===== config.mk =====
export PLATFORM = sky130hd
export DESIGN_NAME = tile_writer
export DESIGN_NICKNAME = d
export VERILOG_FILES = /design/src/rtl/tile_writer.sv
export SDC_FILE = /design/constraint.sdc
export NUM_CORES = 1
export LEC_CHECK = 0
export BUFFER_PORTS_ARGS = -buffer_cell sky130_fd_sc_hd__buf_2
export CAP_MARGIN = 20
export CORE_ASPECT_RATIO = 1.75
export CORE_UTILIZATION = 58
export DETAILED_ROUTE_END_ITERATION = 6
export HOLD_SLACK_MARGIN = 0.06
export PLACE_DENSITY_LB_ADDON = 0.08
export SLEW_MARGIN = 10
export SYNTH_ARGS = -nofsm -noshare
export SYNTH_HDL_FRONTEND = slang
export SYNTH_SLANG_ARGS = --single-unit

===== constraint.sdc =====
create_clock -name clk -period 4.1 [get_ports clk]
set_input_delay 0 -clock clk [delete_from_list [all_inputs] [get_ports clk]]
set_output_delay 0 -clock clk [all_outputs]
set_load 0.05 [all_outputs]

===== src/rtl/tile_writer.sv =====
// tile_writer: bus-master engine that fills, clears and prints tile words into tilemap RAM.
module tile_writer #(
    parameter int MAP_BITS = 7
) (
    input  logic                clk,
    input  logic                reset,
    input  logic                cmd_valid,
    output logic                cmd_ready,
    input  logic [1:0]          cmd_op,
    input  logic [MAP_BITS-1:0] cmd_x,
    input  logic [MAP_BITS-1:0] cmd_y,
    input  logic [MAP_BITS-1:0] cmd_w,
    input  logic [MAP_BITS-1:0] cmd_h,
    input  logic [15:0]         cmd_tile,
    input  logic                char_valid,
    output logic                char_ready,
    input  logic [7:0]          char_data,
    input  logic                char_last,
    output logic                bus_req,
    input  logic                bus_gnt,
    output logic                cs_ram,
    output logic [1:0]          wr,
    output logic [15:0]         address,
    output logic [15:0]         dout,
    output logic                busy,
    output logic                done
);
    localparam logic [1:0] OP_FILL = 2'd0, OP_PRINT = 2'd1, OP_CLEAR = 2'd2, OP_NONE = 2'd3;
    typedef enum logic [1:0] {IDLE, RUN, DONE} state_t;
    state_t state, state_nx;
    logic [1:0] op;
    logic [15:0] tile;
    logic [MAP_BITS-1:0] x0, x, y, col, row, w_m1, h_m1;
    logic fin, accept, go, clr, last_col, last;
    assign cmd_ready  = state == IDLE && !reset;
    assign accept     = cmd_valid && cmd_ready;
    assign bus_req    = state == RUN;
    assign busy       = state == RUN;
    assign done       = state == DONE;
    assign char_ready = state == RUN && bus_gnt && !fin && op == OP_PRINT;
    assign go         = state == RUN && bus_gnt && !fin && (op != OP_PRINT || char_valid);
    assign clr        = cmd_op == OP_CLEAR;
    assign last_col   = col == w_m1;
    assign last       = op == OP_PRINT ? char_last : last_col && row == h_m1;
    always_comb begin
        state_nx = state;
        if (state == IDLE && accept)
            state_nx = (cmd_op == OP_NONE || (cmd_op == OP_FILL && (cmd_w == '0 || cmd_h == '0))) ? DONE : RUN;
        else if (state == RUN && fin)
            state_nx = DONE;
        else if (state == DONE)
            state_nx = IDLE;
    end
    // fin marks that the final cell is on the bus this cycle, so DONE lands one cycle later
    always_ff @(posedge clk) begin
        if (reset) begin
            state   <= IDLE;
            cs_ram  <= 1'b0;
            wr      <= 2'b00;
            address <= '0;
            dout    <= '0;
            fin     <= 1'b0;
        end else begin
            state  <= state_nx;
            cs_ram <= go;
            wr     <= go ? 2'b11 : 2'b00;
            if (go) begin
                address <= 16'({y, x});
                dout    <= op == OP_PRINT ? {tile[15:8], char_data} : tile;
            end
            if (accept) begin
                op   <= cmd_op;
                tile <= cmd_tile;
                fin  <= 1'b0;
                col  <= '0;
                row  <= '0;
                x0   <= clr ? '0 : cmd_x;
                x    <= clr ? '0 : cmd_x;
                y    <= clr ? '0 : cmd_y;
                w_m1 <= clr ? '1 : cmd_w - 1'b1;
                h_m1 <= clr ? '1 : cmd_h - 1'b1;
            end else if (go) begin
                fin <= last;
                col <= last_col ? '0 : col + 1'b1;
                x   <= last_col ? x0 : x + 1'b1;
                if (last_col) begin
                    y   <= y + 1'b1;
                    row <= row + 1'b1;
                end
            end
        end
    end
endmodule


# Word-level counts from Yosys, hierarchy flattened
# Cells that the tools add are included.
classes:
  n_bitwise: 1
  reduce_logical: 26
  mux: 19
  n_addsub: 6
  eq_ne: 8
op_table:
  columns: ["op", "count"]
  rows:
  - ["7-bit 2-to-1 mux", 12]
  - ["7-bit by 1-bit adder with 7-bit output (second input constant)", 4]
  - ["7-bit == test", 2]
  - ["7-bit logical NOT", 2]
  - ["7-bit by 1-bit subtractor with 7-bit output (second input constant)", 2]
  - ["1-bit logical AND", 10]
  - ["2-bit 2-to-1 mux", 5]
  - ["8-bit 2-to-1 mux", 1]
  - ["2-bit == test (second input constant)", 3]
  - ["2-bit by 1-bit == test with 1-bit output (second input constant)", 2]
  - ["2-bit logical NOT", 2]
  - ["2-bit AND reduction", 2]
  - ["2-bit nonzero test", 2]
  - ["1-bit logical OR", 3]
  - ["3-bit AND reduction", 1]
  - ["3-bit nonzero test", 1]
  - ["1-bit logical NOT", 2]
  - ["2-bit by 1-bit inequality test with 1-bit output (second input constant)", 1]
  - ["2-bit OR reduction", 1]
  - ["1-bit 2-to-1 mux", 1]
  - ["1-bit inverter", 1]
totals:
  in_bits: 60
  word_cells: 75
  reg_bits: 103
  out_inout_bits: 40

# Longest topological paths before layout
depth:
  word_depth: 6
  ltp_mapped: 7

# Least setup slack after synthesis
# OpenSTA, ideal clock, no wires.
synth_timing:
  path_type: "reg2reg"
  from: "register op[0]"
  to: "register col[0], enable pin"
  setup_slack_ps: 1605
  stages_incl_launch_ff: 6
  synth_period_minus_slack_ps: 2495
  required_time_ps: 3696
  arrival_ps: 2091
  path_cell_list: "edfxtp_1 > nand2b_1 > clkbuf_1 > o21ai_2 > clkbuf_1 > o21ai_0"
synth_between:
  elab_chain_len: 5
synth_lines:
  columns: ["item", "line", "rtl"]
  rows:
  - ["from (decl)", "31", "logic [1:0] op;"]
  - ["from (signal assigned)", "72", "op <= cmd_op;"]
  - ["2-bit by 1-bit inequality test with 1-bit output", "41", "assign go = state == RUN && bus_gnt && !fin && (op != OP_PRINT || char_valid);"]
  - ["1-bit logical OR", "41", null]
  - ["1-bit logical AND", "41", null]
  - ["2-bit nonzero test (no line)", null, null]
  - ["2-bit AND reduction (no line)", null, null]
  - ["to (signal assigned)", "84", "col <= last_col ? '0 : col + 1'b1;"]
  - ["to (decl)", "33", "logic [MAP_BITS-1:0] x0, x, y, col, row, w_m1, h_m1;"]
# Every way passes these cells.
# A chain may end at the register's enable or synchronous reset.

# Final worst setup path
layout_timing:
  from: "register state[1]"
  to: "register row[2], enable pin"
layout_between:
  elab_chain_len: 6
  elab_cells_between_ends: 10
  cone_classes: "eq/ne: 1; reduce/logical: 9"
layout_lines:
  columns: ["item", "line", "rtl"]
  rows:
  - ["from (decl)", "30", "state_t state, state_nx;"]
  - ["from (signal assigned)", "64", "state <= state_nx;"]
  - ["2-bit by 1-bit == test with 1-bit output", "41", null]
  - ["1-bit logical AND (3 in a row)", "41", null]
  - ["2-bit nonzero test (no line)", null, null]
  - ["3-bit AND reduction (no line) *", null, null]
  - ["to (signal assigned)", "88", "row <= row + 1'b1;"]
  - ["to (decl)", "33", null]
# Every way passes the cells marked *; elsewhere a longest branch is shown, timed or not.

==> results <==
- The flow ran to the end, and the final reports show no timing, DRC or antenna violations.
- Sequential cells burn 49.3% of the power.
- The worst path required time is 4.08 ns.
- The power per cell area is 411 nW/µm².
- After global routing the overflow that remains totals 0.
- The effective utilization at floorplan is 60.5%.
- The first global-routing pass estimated 17.3 mm of wire.
- The number of buffer cells added on primary ports is 97.
- Cells fill 77.6% of the core in the end.
- Setup repair after global routing left no endpoint under its margin.
- The maximum frequency from static timing analysis is 0.391 GHz.
- Before antenna repair, the detailed router went through 4 iterations.
- Leaving out fill and tap cells, the most frequent cell in the layout is buf_2.
- The number of top-level design ports is 100.
- The number of setup violations in the final report is 0.
- Summing over every cut layer, the via total after detailed routing is 3650.
- The switching power summed over all nets is 0.649 mW.
- After the last flow step, the layout net total stands at 642.
- The placer congestion estimate is 0.850.
- The via density per instance is 5.47.
- Hold timing on the final database bottoms out at a slack of 0.116 ns.
- The average wire length per cell after detail routing is 15.5 µm.
- The final setup TNS is 0 ns.
- The cell total after placement is 599.
- STA classifies the critical path startpoint as a register.
- The mapped netlist covers 4610 µm².
- The register-to-register setup slack is 1.54 ns.
- Entering global routing, the biggest net connects 54 pins.
- The number of buffers added by the clock tree synthesis step is 9.
- For this block, the routed nets add up to 10.3 mm of wire.
- The post-place setup slack is 1.54 ns.
- The maximum level of the CTS H-tree is 3.
- Ranked by total cell area, the synthesized netlist is headed by edfxtp_1, dfxtp_1, nand2_1.
- In this run switching power makes up 26.7% of total power.
- Counting flops and latches in the post-synthesis netlist gives 101.
- The count of different cell masters after synthesis is 39.
- For this run, the leading register cell type out of synthesis is edfxtp_1.
- The TritonCTS clock tree is yes.
- Leaving out fill and tap cells, the most frequent cells in the layout are buf_2, nand2_1, edfxtp_1, dlygate4sd3_1, a21oi_1.
- The fill cell total of the finished layout is 520.
- The latest clock arrival within the worst-skew pair is 0.35 ns.
- The core area is 7620 µm².
- The tool flagged a number of max-cap violations equal to 0.
- Cells with a size suffix above 1 make up 21.9% of the layout.
- The portion of total power attributed to combinational logic is 15.4%.
- The max-slew violation total from the final report was 0.
- The slack of the critical path is 1.54 ns.
- Summing internal, switching and leakage power gives 2.43 mW.
- The mean instance size in the synthesized netlist is 10.6 µm².
- The die is 69.4 µm wide.
- The type of the most critical hold path is input port to register.
- Yosys printed 0 warnings.
- In this run the vertical extent of the chip is 120 µm.
- The number of endpoints with negative hold slack in the final report is 0.
- The worst slew slack as a fraction of its limit is 28.2%.
- IR analysis of the VDD net gives a maximum drop of 307 µV.
- The data arrival time of the critical path is 2.54 ns.
- The area after detailed placement is 5090 µm².
- The cell count after synthesis is 435.
- From synthesis to final layout, the design area changed by 28.4%.
- Leaving out filler cells and counting taps, the final layout contains 667.
- The HPWL after detailed placement is 6.46 mm.
- The die covers 8320 µm².
- The antenna diode count is 0.
- Counting flops with a built-in enable in the synthesized netlist gives 67.
- The final cycle utilization of the critical path is 62.4%.
- The cell-internal power is 1.78 mW.
- With fillers left out, the area of the finished cells amounts to 5910 µm².
- For this run, asynchronously set or reset flops after synthesis account for 0%.
- The floorplan has 42 rows.
- After detailed routing, the number of remaining DRC violations is 0.
- Global routing consumed, over all layers together, 26.6% of the routing resources.
- The cell type with the highest aggregate area in the netlist is edfxtp_1.
- The kind of end point of the critical path is a register.
- The clock period minus final worst setup slack is 2.56 ns.
- The number of antenna violations at the first check in global routing is 0.
- The tree is rooted in a clkbuf_16.
- The clock transition at the registers of the reported paths is 0.07 ns.
- The worst clock skew is 0.00889 ns.
- In this run the static leakage power is 2.38 nW.
- The detailed router finished its first iteration with 203 violations.
- Once detail routing completed, the nets flagged for antenna violations numbered 0.
- The transition time at the pin with the least slew margin is 1.08 ns.
- The maximum fanout along the worst path is 53.
- The classification of the worst setup path is register to register.
- Summing the sequential cell areas from Yosys gives 58.4% of the chip area.
- The clock network burns 35.2% of the power.
- The via count of the first global-routing pass is 3755.
- The clock net in this run drives a total of 101 sinks.
- The clock tree buffer depth is 2.
- The share of the synthesized area in the top cell type is 43.7%.
## flip-flops by register name, indices dropped and copies added, names as in the netlist
signal / count
col: 7
x: 7
y: 7
fin: 1
address: 14
wr: 1
dout: 16
row: 7
x0: 7
w_m1: 7
h_m1: 7
state: 2
tile: 16
op: 2
## layout make-up
type                    count  area (µm²)  share of cell area [%]
repair buffers            155        1050                    17.8
multi-input cells         301        1740                    29.4
well taps                  88         110                    1.86
inverters                   6        23.8                   0.402
clock inverters             7        72.6                    1.23
flip-flops and latches    101        2690                    45.5
clock buffers               9         225                    3.81
## synthesized netlist by cell type (2+ instances only)
| cell type | n |
|---|---|
| a21o_1 | 2 |
| a31o_1 | 2 |
| o21ai_0 | 10 |
| a211oi_2 | 3 |
| buf_4 | 7 |
| buf_2 | 8 |
| nand2_1 | 82 |
| and3_1 | 10 |
| xnor2_1 | 15 |
| inv_1 | 5 |
| nor2_1 | 31 |
| dfxtp_1 | 34 |
| a211oi_1 | 4 |
| ha_1 | 8 |
| nand4b_1 | 2 |
| edfxtp_1 | 67 |
| nor4_1 | 4 |
| nand3_1 | 17 |
| nand2b_1 | 2 |
| xor2_1 | 26 |
| buf_6 | 2 |
| nor3_1 | 10 |
| a31oi_1 | 2 |
| a311oi_1 | 8 |
| a21oi_1 | 36 |
| nor2b_1 | 3 |
| clkbuf_1 | 11 |
| or3_1 | 2 |
| o21a_1 | 2 |
| nand4_1 | 2 |
| and2_1 | 10 |
## what timing repair did
action	CTS	global route
hold buffers	52	0
endpoints found under the hold margin	53	0
buffers inserted	0	0
gates resized for setup	0	0
## metal layers
metal	part of all wire [%]	track usage [%]	vias to the layer above	wire, µm
met1	38	30.4	1715	3980
met5	0	0	-	0
met3	4.1	4.20	22	426
met2	55	48.1	112	5650
met4	2.7	12.2	0	281
li1	-	-	1801	-
## worst max-delay path: stages, from the launching register on
cell      delay (ns)
dfxtp_1         0.37
or4b_4          0.70
clkinv_2        0.59
a21o_1          0.53
## power by group through the flow
stage               clock network (mW)  logic (mW)  registers [mW]
global placement                     0       0.325            1.22
finish                           0.858       0.375            1.20
detailed placement                   0       0.332            1.22
floorplan                            0       0.193            1.27
global route                     0.909       0.411            1.21
CTS                              0.866       0.373            1.20
## cells by family after synthesis
group,share of synthesized area [%]
buffers and inverters,3.91
and+or+nand+nor,17.7
AOI/OAI and AO/OA,9.86
other,0.0814
DFF,58.4
adders and majority gates,2.17
xor gates and xnor gates,7.79
## path summary, 6_finish.rpt
kind | to | cells past startpoint | from
min reg2reg | address[2]$_SDFFE_PP0P_ | 2 | address[2]$_SDFFE_PP0P_
max | row[2]$_SDFFCE_PN0P_ | 3 | state[1]$_SDFFE_PP0P_
max reg2reg | row[2]$_SDFFCE_PN0P_ | 3 | state[1]$_SDFFE_PP0P_
min | w_m1[3]$_SDFFCE_PP1P_ | 4 | cmd_w[1]
Power figures use the tool's default switching activity.
